`src/rtl/cmd_pkg.sv`:
```
// Shared command codes and FSM state encoding for the button command path.
// Codes are active-low one-cold patterns matching the raw button wiring.
package cmd_pkg;

    localparam logic [2:0] CMD_IDLE = 3'b111;
    localparam logic [2:0] CMD_LOAD = 3'b110;
    localparam logic [2:0] CMD_ADD1 = 3'b101;
    localparam logic [2:0] CMD_FIB  = 3'b011;

    typedef enum logic [1:0] {
        ST_IDLE = 2'd0,
        ST_EMIT = 2'd1,
        ST_HELD = 2'd2
    } state_t;

    // A press is a command only when exactly one button is down.
    function automatic logic is_single_press(input logic [2:0] v);
        return (v == CMD_LOAD) || (v == CMD_ADD1) || (v == CMD_FIB);
    endfunction

endpackage

```
`src/rtl/btn_debounce.sv`:
```
// Vector-wide 2-FF synchronizer plus a shared debounce counter.
// The debounced vector only follows a level held for DEBOUNCE_CYCLES samples.
module btn_debounce #(
    parameter int DEBOUNCE_CYCLES = 500000,
    parameter int CNT_W           = 20
) (
    input  logic       i_clk,
    input  logic       i_rst,
    input  logic [2:0] i_btn_n,
    output logic [2:0] o_deb
);

    localparam logic [CNT_W-1:0] LP_LAST = CNT_W'(DEBOUNCE_CYCLES - 1);

    logic [2:0]       r_sync1;
    logic [2:0]       r_sync2;
    logic [2:0]       r_deb;
    logic [CNT_W-1:0] r_cnt;
    logic             w_stable;

    // The two synchronizer taps are consecutive samples: equal means no change.
    assign w_stable = (r_sync1 == r_sync2) && (r_sync2 != r_deb);
    assign o_deb    = r_deb;

    always_ff @(posedge i_clk or posedge i_rst) begin
        if (i_rst) begin
            r_sync1 <= 3'b111;
            r_sync2 <= 3'b111;
            r_deb   <= 3'b111;
            r_cnt   <= '0;
        end else begin
            r_sync1 <= i_btn_n;
            r_sync2 <= r_sync1;
            if (!w_stable) begin
                r_cnt <= '0;
            end else if (r_cnt == LP_LAST) begin
                r_deb <= r_sync2;
                r_cnt <= '0;
            end else begin
                r_cnt <= r_cnt + 1'b1;
            end
        end
    end

endmodule

```
`src/rtl/button_cmd_encoder.sv`:
```
// Turns debounced active-low buttons into one-cycle command pulses,
// dropping (and counting) presses that arrive while the controller is busy.
module button_cmd_encoder
    import cmd_pkg::*;
#(
    parameter int DEBOUNCE_CYCLES = 500000,
    parameter int CNT_W           = 20
) (
    input  logic       clk,
    input  logic       reset,
    input  logic [2:0] btn_n,
    input  logic       busy,
    output logic [2:0] button_code,
    output logic       cmd_valid,
    output logic [7:0] drop_count
);

    logic [2:0] w_deb;
    state_t     r_state;
    state_t     w_state_nxt;
    logic [2:0] r_code;
    logic [2:0] w_code_nxt;
    logic       r_vld;
    logic       w_vld_nxt;
    logic [7:0] r_drop;
    logic [7:0] w_drop_nxt;

    btn_debounce #(
        .DEBOUNCE_CYCLES (DEBOUNCE_CYCLES),
        .CNT_W           (CNT_W)
    ) u_deb (
        .i_clk   (clk),
        .i_rst   (reset),
        .i_btn_n (btn_n),
        .o_deb   (w_deb)
    );

    always_ff @(posedge clk or posedge reset) begin
        if (reset) begin
            r_state <= ST_IDLE;
            r_code  <= CMD_IDLE;
            r_vld   <= 1'b0;
            r_drop  <= '0;
        end else begin
            r_state <= w_state_nxt;
            r_code  <= w_code_nxt;
            r_vld   <= w_vld_nxt;
            r_drop  <= w_drop_nxt;
        end
    end

    // The pulse is registered on the IDLE->EMIT edge, so it is visible during EMIT.
    always_comb begin
        w_state_nxt = r_state;
        w_code_nxt  = CMD_IDLE;
        w_vld_nxt   = 1'b0;
        w_drop_nxt  = r_drop;
        case (r_state)
            ST_IDLE: begin
                if (w_deb != CMD_IDLE) begin
                    w_state_nxt = ST_HELD;
                    if (is_single_press(w_deb)) begin
                        if (!busy) begin
                            w_state_nxt = ST_EMIT;
                            w_code_nxt  = w_deb;
                            w_vld_nxt   = 1'b1;
                        end else if (r_drop != 8'hFF) begin
                            w_drop_nxt = r_drop + 8'd1;
                        end
                    end
                end
            end
            ST_EMIT: w_state_nxt = ST_HELD;
            ST_HELD: begin
                if (w_deb == CMD_IDLE) w_state_nxt = ST_IDLE;
            end
            default: w_state_nxt = ST_IDLE;
        endcase
    end

    assign button_code = r_code;
    assign cmd_valid   = r_vld;
    assign drop_count  = r_drop;

endmodule
```
`config.mk`:
```
export PLATFORM = sky130hd
export DESIGN_NAME = button_cmd_encoder
export DESIGN_NICKNAME = d
export VERILOG_FILES = /design/src/rtl/cmd_pkg.sv /design/src/rtl/btn_debounce.sv /design/src/rtl/button_cmd_encoder.sv
export SDC_FILE = /design/constraint.sdc
export NUM_CORES = 1
export LEC_CHECK = 0
export CORE_MARGIN = 2
export CORE_UTILIZATION = 50
export CTS_BUF_LIST = sky130_fd_sc_hd__clkbuf_8
export DETAILED_ROUTE_END_ITERATION = 12
export PLACE_DENSITY = 0.72
export SYNTH_ARGS = -nofsm -noshare
export SYNTH_HDL_FRONTEND = slang
export SYNTH_SLANG_ARGS = --single-unit
```
`constraint.sdc`:
```
create_clock -name clk -period 2.4 [get_ports clk]
set_clock_uncertainty 0.1 [all_clocks]
set_input_delay 0.24 -clock clk [delete_from_list [all_inputs] [get_ports clk]]
set_output_delay 0.24 -clock clk [all_outputs]
set_load 0.02 [all_outputs]
```
==> impl.org, run 1 <==
** Timing
- Adding up every negative setup slack in the final design gives 0 ps.
- Derived from the worst setup path, the maximum achievable clock frequency is 0.4853 GHz.
- Worst hold margin :: between 200 and 300 ps
- Setup repair after global routing missed its margin :: no
- Relative slew slack :: 0.4636
- Period minus WS final :: about 2000 ps
- Number of failing hold endpoints at the final stage :: 0
- Slew Viols, Final :: 0
- Of the available clock period, the critical path in the final layout requires 0.8585.
- At the pin with the least slew margin, the transition time is between 800 and 900 ps.
- Setup violations remaining at the end of the flow were counted as 0.

** Clock tree
- The clock passes through at most 2 buffers.
- Post-CTS Hold Buffers :: 0
- Clock Sink Count :: 43
- TritonCTS created 5 clock buffers.
- After clock tree synthesis, the clock-pin slew on the worst setup and hold paths is ~80 ps.
- Setup repair bufs after CTS :: 0
- The later pin in the worst-skew pair is clocked with a latency of between 200 and 300 ps.
- The H-tree generated during clock tree synthesis spans 2 levels.
- CTS placed an instance of clkbuf_8 at the clock tree root.
- TritonCTS built the clock tree.
- Post-CTS resize count :: 0

** Yosys
- Most instantiated cells after synthesis :: 31 x dfrtp_1, 18 x nor3_1, 14 x nand2_1, 14 x xor2_1
- The synthesized design spends more area on one cell type than any other, namely dfrtp_1.
- Synth Area in Compound Gates :: 0.06783
- During synthesis, Yosys emitted a total of 0 warnings.
- Of the post-synthesis cell area, the dominant cell type holds 0.3721.
- Count of flip-flops with a built-in enable after synthesis :: 0
- Portion of the post-synthesis area used by sequential elements :: 0.5234
- Top FF cell, synth :: dfrtp_1
- Main combinational cell family by area after synthesis :: simple AND/OR/NAND/NOR gates
- Of the total synthesized cell area, the portion taken by full adders, half adders and majority gates is 0.01200.
- Synthesized area divided by synthesized cell count :: approximately 11 um^2
- Syn Inst Count :: roughly 190
- Mapped cell area :: 2084 um^2
- The number of nets in the synthesized netlist is between 150 and 200.
- Of the total synthesized cell area, the portion taken by XOR and XNOR cells is 0.1092.
- Leading cell types by total area after synthesis :: dfrtp_1 37%, dfstp_2 15%, xor2_1 5.9%
- Of the total synthesized cell area, the portion taken by AND, OR, NAND and NOR gates is 0.2431.
- Post-synth ARST share :: 1.000
- Synthesis-stage register bit count :: 43
- Distinct cell type count of the synthesized netlist :: 40
- Measured against the total synthesized area, the mux share comes to 0.02161.
- dfrtp_1 is the most common cell in the netlist.

** Pwr
- Power dissipated by switching net loads :: around 270 uW
- Clock share of power :: 0.421
- PD cells :: 559.9 nW/um^2
- Summed over all cells, the static leakage comes to about 0.00094 uW.
- Of the total power, the share spent switching nets is 0.1974.
- Power comes to 1356 uW.
- Cell internal power was estimated by the tool at around 1100 uW.
- Comb power frac :: 0.032
- Proportion of power drawn by flip-flops and latches :: 0.547
- Peak VDD IR :: about 0.42 mV

** Floorplan
- For this configuration, the core starts out at a cell density of 0.5211.
- From left edge to right edge, the die measures 68.57 um.
- Number of placed I/O pins :: 18
- Measured along the y axis, the die boundary spans between 60 and 70 um.
- Die area :: between 4000 and 5000 um^2
- Area inside the core boundary :: between 4000 and 5000 um^2
- Rows :: 23

** Worst setup path
- The worst setup path is launched from a flop.
- The critical path is of the reg -> reg type.
- For the worst setup path, the data arrival time is between 2000 and 2500 ps.
- In this run the worst path has a maximum fanout of 5.
- The worst setup path is captured at a flop.
- For the worst setup path, the data required time is about 2500 ps.

** Global routing
- Met2 global-route usage :: 0.2764
- Pin count of the biggest net entering global routing :: between 40 and 50
- Most used routing layer :: met2
- Remaining Overflow, GRT :: 0
- The number of antenna violations at the first check in global routing was 0.
- First-pass GRT wire length :: approximately 6200 um
- For met1 alone, demand over resource in global routing was 0.2386.
- Vias in the first global route :: ~1400
- For this run, the total global-route usage over all layers was measured as 0.1796.
- GR Util met3 :: 0.04708

** Run
- Max-capacitance violation count :: 0

** Detailed routing
- In this run the remaining antenna-violating nets after routing total 0.
- DRC violations left :: 0
- Wire length per cell :: ~14 um
- Routed via count :: between 1000 and 1500
- The first TritonRoute pass finished after 4 iterations.
- Violation count after the first detailed-routing iteration :: between 80 and 90
- Average vias per placed instance :: about 5.6
- Final wirelength :: approximately 3600 um

** Status
- Status :: complete, no violations

** Cells and area
- Antenna diode count :: 0
- Synthesis-to-finish area growth :: 16.21%
- In the final layout, the share of cells above drive strength 1 is 0.1651.
- After the last flow step, the layout net total stands at 219.

** Min path
- The tightest min-delay check is of the in -> reg type.

** Place
- Last weighted congestion value of the routability-driven placer :: between 0.8 and 0.9
- IO Port Bufs :: 17
- Placed wire-length estimate :: 2594 um
[registers in the layout, summed over array words and instances (netlist names)]
signal and cells:
u_deb.r_sync1 3, u_deb.r_cnt 20, drop_count 8, r_state 2, u_deb.r_sync2 3, cmd_valid 1, button_code 3, u_deb.o_deb 3
[stage by stage]
| stage | util | worst slack [ps] | cells | area, um^2 |
|---|---|---|---|---|
| final | 0.6056 | 339.6 | 262 | 2422 |
| after global routing | 0.6056 | 165.0 | 262 | 2422 |
| after detailed placement | 0.5762 | 159.5 | 254 | 2305 |
| after CTS | 0.6056 | 330.2 | 262 | 2422 |
| after floorplan | - | 520.8 | 191 | 2085 |
| after global placement | 0.5762 | 318.0 | 254 | 2305 |
[critical path: stages (launching register included)]
cell and delay, ps:
dfrtp_1 400, ha_1 230, and4_2 290, nand3_1 150, nor4b_2 430, mux2_2 390
[per-layer routing]
layer | routed length [um] | vias to the layer above | share of wire
li1 | - | 731 | -
met1 | 1702 | 708 | 0.47
met2 | 1734 | 22 | 0.48
met3 | 107 | 5 | 0.030
met4 | 42 | 0 | 0.012
met5 | 0 | - | 0
[placed cells by master, fill, tap and decap left out, types with 2 or more instances in the layout]
master | synthesis | routed
a211oi_1 | 4 | 4
o31ai_1 | 3 | 3
nand3_1 | 11 | 11
nor4bb_1 | 2 | 2
and2_1 | 2 | 2
nor4_1 | 5 | 5
nor3b_1 | 2 | 2
nand2_1 | 14 | 14
and3_1 | 3 | 3
or3_1 | 5 | 5
ha_1 | 2 | 2
xnor2_1 | 12 | 12
nand4_1 | 7 | 7
nand2b_1 | 5 | 5
or4_1 | 2 | 2
buf_4 | 1 | 3
mux2_2 | 4 | 4
nor3_1 | 18 | 17
clkbuf_8 | 0 | 6
dfrtp_1 | 31 | 31
inv_1 | 2 | 2
o21ai_0 | 4 | 4
nor2_1 | 6 | 6
xor2_1 | 14 | 14
a211oi_2 | 2 | 2
dfstp_2 | 12 | 12
clkdlybuf4s50_1 | 0 | 17
[final cells by class]
type,instances,area [um^2]
Clock buffer,6,82.58
Clock inverter,2,35.03
Fill cell,335,1578
Inverter,2,7.507
Multi-Input combinational cell,139,950.9
Sequential cell,43,1091
Tap cell,50,62.56
Timing Repair Buffer,20,192.7
[power groups by stage]
stage                     sequential [uW]  combinational, uW  clock, uW
final                                 742               43.4        571
after CTS                             742               45.6        587
after global placement                755               43.5          0
after detailed placement              756               45.3          0
after floorplan                       754               30.1          0
after global routing                  743               49.1        624
[cells by family (layout without fill, tap and decap cells)]
group | count (synthesis) | after routing
and+or+nand+nor | 89 | 89
DFF | 43 | 43
xor gates and xnor gates | 26 | 26
AOI/OAI and AO/OA | 18 | 18
buffers and inverters | 9 | 30
muxes | 4 | 4
adders and majority gates | 2 | 2
[worst paths after layout]
kind	endpoint	cells past startpoint	slack [ps]	startpoint
max	u_deb.o_deb[0]	5	340	u_deb.r_cnt[0]
min	u_deb.r_sync1[1]	1	250	btn_n[1]
max reg2reg	u_deb.o_deb[0]	5	340	u_deb.r_cnt[0]
min reg2reg	u_deb.r_sync2[0]	0	280	u_deb.r_sync1[0]
max in group asynchronous	u_deb.o_deb[0]	3	1530	reset
min in group asynchronous	u_deb.r_cnt[0]	3	300	reset
(Power assumes the default switching activity.)
==> run 2: changes to the inputs <==
DONT_BUFFER_PORTS = 1   (was not set)
PLACE_DENSITY = 0.66   (was 0.72)
SYNTH_HIERARCHICAL = 1   (was not set)
==> run 2 against run 1 <==
  * Critical path depth unchanged
  * First-iteration DRC count fell by 16%
  * Total power shrank 7.6%
  * Sequential share of layout area rose by 2.0 points
  * Die area is 2.8% higher
  * Clock-buffer cell count fell by 1
  * Routed wire length is 7.0% higher
  * Combinational power shrank 4%
  * Core utilization fell by 3.4 points
  * Area after synthesis grew 3.0%
  * Design area down 4.2%
  * Sequential cell count is the same
  * Critical endpoint is now u_deb/r_cnt[18]
  * Largest cell class unchanged
  * Largest power group unchanged
  * Highest routed layer unchanged
==> impl.org, run 2 <==
** Timing
- Period minus WS final :: 2060 ps (-0.9200 ps)
- Setup repair after global routing missed its margin :: no
- The final-layout worst hold slack is 106.2 ps (-146.5 ps).
- Timing-limited maximum frequency :: 0.4856 GHz (about the same)
- Final-layout setup total negative slack :: 0 ps (unchanged)
- The final count of negative-setup-slack endpoints was 0 (unchanged).
- The ratio of final minimum period to clock period is 0.8581 (about the same).
- The count of pins over their slew limit was 0 (unchanged).
- The normalized max-slew margin was 0.4277 (-0.03589).
- Number of failing hold endpoints at the final stage :: 0 (unchanged)
- The slew of the pin with the lowest slew margin was 857.5 ps (+52.89 ps).

** Yosys
- Cell with the most instances after synthesis :: dfrtp_1
- The distinct cell type count of the synthesized netlist is 46 (+15%).
- Portion of the post-synthesis area used by sequential elements :: 0.5082 (-0.01525)
- The most used flip-flop cell after synthesis is dfrtp_1.
- Ranked by total cell area, the synthesized netlist is headed by dfrtp_1 36%, dfstp_2 15%, xor2_1 5.7%.
- Count of flip-flops with a built-in enable after synthesis :: 0 (unchanged)
- Post-synth ARST share :: 1.000 (unchanged)
- Mapped cell area :: 2147 um^2 (+3.0%)
- The post-synth net total came to 197 (-1.0%).
- The post-synthesis cell count came to 189 (-1.0%).
- The number of warning messages in the yosys log is 6 (+6).
- Synthesized area divided by synthesized cell count :: 11.36 um^2 (+4.1%)
- Summed over all instances, the cell type with the most area after synthesis is dfrtp_1.
- The commonest cells after synthesis are 31 x dfrtp_1, 14 x xor2_1, 12 x dfstp_2.
- Synthesis-stage register bit count :: 43 (unchanged)
- The top cell type's share of synthesized area was 0.3613 (-0.01084).

** Floorplan
- The number of rows created at floorplan came to 23 (unchanged).
- Die X-Extent :: 69.53 um (+1.4%)
- The die outline height came to 69.53 um (+1.4%).
- Initial standard-cell utilization of the core :: 0.5291 (+0.008026)
- The number of top-level design ports was 18 (unchanged).
- Die area :: 4834 um^2 (+2.8%)
- The area of the core was 4058 um^2 (+1.4%).

** Cells and area
- Relative to the synthesized area, the layout overhead comes to 8.100%.
- The number of antenna diodes is 0 (unchanged).
- Ratio of cells with drive above 1 in the final layout :: 0.1735 (+0.008375)
- More flip-flops sit in one register than any other, and that register is u_deb/r_cnt.
- In the layout the commonest cells are 31 x dfrtp_1, 14 x xor2_1, 12 x dfstp_2.
- Fin nets :: 203 (-7.3%)
- Max reg flops :: 20 (unchanged)
- The sequential standard cell area is 1091 um^2 (unchanged).
- Number of inserted filler cells in the final layout :: 350 (+4.5%)
- The area used by multi-input combinational logic is 991.0 um^2 (+4.2%).
- Commonest non-fill, non-tap cell in the layout :: dfrtp_1

** Global routing
- The global-route track usage on met2 was 0.2660 (-0.01042).
- The number of antenna violations at the first check in global routing was 0 (unchanged).
- The global router's overall resource usage came to 0.1671 (-0.01255).
- The largest net degree at the start of global routing is 24 (-45%).
- The total congestion overflow is 0 (unchanged).
- GR Util met3 :: 0.04651 (-0.0005663)
- met2 is the most crowded layer.
- The met1 usage came to 0.2153 (-0.02325).
- Vias in the first global route :: 1402 (+1.7%)
- The first-pass GRT wire length was 6458 um (+3.8%).

** Worst setup path
- Kind of end point of the critical path :: flop
- The worst setup path is launched from a flop.
- CP Class :: reg -> reg
- The required time of the critical path came to 2510 ps (about the same).
- CP Max Fanout :: 7 (+2)
- CP arrival :: 2170 ps (about the same)

** Clock tree
- Clock Sink Count :: 43 (unchanged)
- Setup repair bufs after CTS :: 0 (unchanged)
- H-tree levels :: 2 (unchanged)
- Inserted Clock Buffers :: 5 (unchanged)
- The clock latency on the worst-skew pair is 290 ps (about the same).
- CTS tree :: done
- Max Buffers Root-to-Sink :: 2 (unchanged)
- Clock transition at the registers of the reported paths :: 80 ps (about the same)
- The tree is rooted in a clkbuf_8.

** Pwr
- Cell-internal power :: 960.0 uW (-12%)
- Peak VDD IR :: 0.4200 mV (+0.52%)
- Power dissipated by switching net loads :: 293.2 uW (+9.5%)
- The share of total power in the clock network was 0.367 (-0.054).
- The switching power share of the total is 0.2340 (+0.03655).
- The share of power burned in registers was 0.600 (+0.053).
- Leakage power of the design :: 0.0008944 uW (-5.1%)
- PD cells :: 539.9 nW/um^2 (-3.6%)
- Comb power frac :: 0.033 (about the same)

** Run
- Max-capacitance violation count :: 0 (unchanged)

** Detailed routing
- The final wirelength came to 3838 um (+7.0%).
- The number of vias per cell after detailed routing came to 6.081 (+8.7%).
- The number of vias after detailed routing was 1496 (+2.0%).
- The detailed-routing iteration count for the pre-antenna-repair pass was 4 (unchanged).
- Post-route ant nets :: 0 (unchanged)
- The routed wirelength normalized by instance count came to 15.60 um (+14%).
- The DRC marker count from the first detailed-route iteration is 71 (-16%).
- The number of remaining DRC errors was 0 (unchanged).

** Min path
- The min-delay analysis places its worst path in the category in -> reg.

** Place
- The routability congestion estimate from global placement is 0.9311 (+11%).
- The count of buffers inserted at the top-level ports was 0 (-17).
- The half-perimeter wire length after placement was 2664 um (+2.7%).

** Status
- Status :: complete, no violations
run 2: cell types whose count changed after synthesis, sizes merged, moves of 3 or more:
cell,change
nor3,-7
xnor2,-7
nor4,+5
mux2,+4
nand2,-4
inv,+3
nand3,-3
or4,+3
run 2: worst max-delay path, cell delays in order, from the launching register on:
cell      delay, ps
dfrtp_1         400
ha_1            220
and4_1          380
nand3_2         150
or4_1           490
a211oi_1        230
run 2: final timing paths:
kind	startpoint	to	slack [ps]	cells after the start
min in group asynchronous	reset	r_state[0]	360	2
max in group asynchronous	reset	u_deb/o_deb[1]	990	3
setup / recovery	u_deb/r_cnt[0]	u_deb/r_cnt[18]	340	5
setup reg to reg	u_deb/r_cnt[0]	u_deb/r_cnt[18]	340	5
hold reg to reg	u_deb/r_sync1[1]	u_deb/r_sync2[1]	280	0
hold / removal	busy	r_state[1]	110	4
run 2: power groups by stage:
| stage | registers, uW | logic (uW) | clock network [uW] |
|---|---|---|---|
| 3_5_place_dp | 766 | 35.6 | 0 |
| 5_1_grt | 754 | 47.7 | 513 |
| 6_report | 752 | 41.8 | 459 |
| 3_3_place_gp | 765 | 34.5 | 0 |
| 4_1_cts | 752 | 43.2 | 479 |
| 2_1_floorplan | 762 | 26.3 | 0 |
run 2: layout make-up:
cell class | instances | share of cell area
flip-flops and latches | 43 | 0.4701
clock inverters | 3 | 0.01024
clock buffers | 5 | 0.02965
well taps | 50 | 0.02695
inverters | 5 | 0.008086
repair buffers | 7 | 0.02803
multi-input cells | 133 | 0.4270
run 2: what timing repair did:
| action | CTS | global route |
|---|---|---|
| hold endpoints to repair | 39 | 0 |
| hold buffers | 5 | 0 |
| gates resized for setup | 0 | 0 |
run 2: cells by family (layout without fill, tap and decap cells):
group / after synthesis / after routing / synth area share
buffers and inverters: 13 / 20 / 0.03030
flip-flops: 43 / 43 / 0.5082
AO/OA/AOI/OAI: 22 / 22 / 0.07576
XOR/XNOR: 20 / 20 / 0.08508
AND/OR/NAND/NOR: 80 / 80 / 0.2424
multiplexers: 8 / 8 / 0.04196
adder cells (fa/ha/maj): 3 / 3 / 0.01632
run 2: metal layers:
metal  part of all wire  wire, um
met1               0.44      1693
met2               0.49      1878
met3              0.054       206
met4              0.016        60
met5                  0         0
run 2: metrics by stage:
stage	setup slack [ps]	util	instances	power (uW)	area, um^2
2_1_floorplan	494.1	-	189	788.7	2147
3_3_place_gp	431.5	0.5368	233	799.2	2178
3_5_place_dp	367.0	0.5368	233	801.4	2178
4_1_cts	335.0	0.5720	246	1274	2321
5_1_grt	225.2	0.5720	246	1314	2321
6_report	340.5	0.5720	246	1253	2321
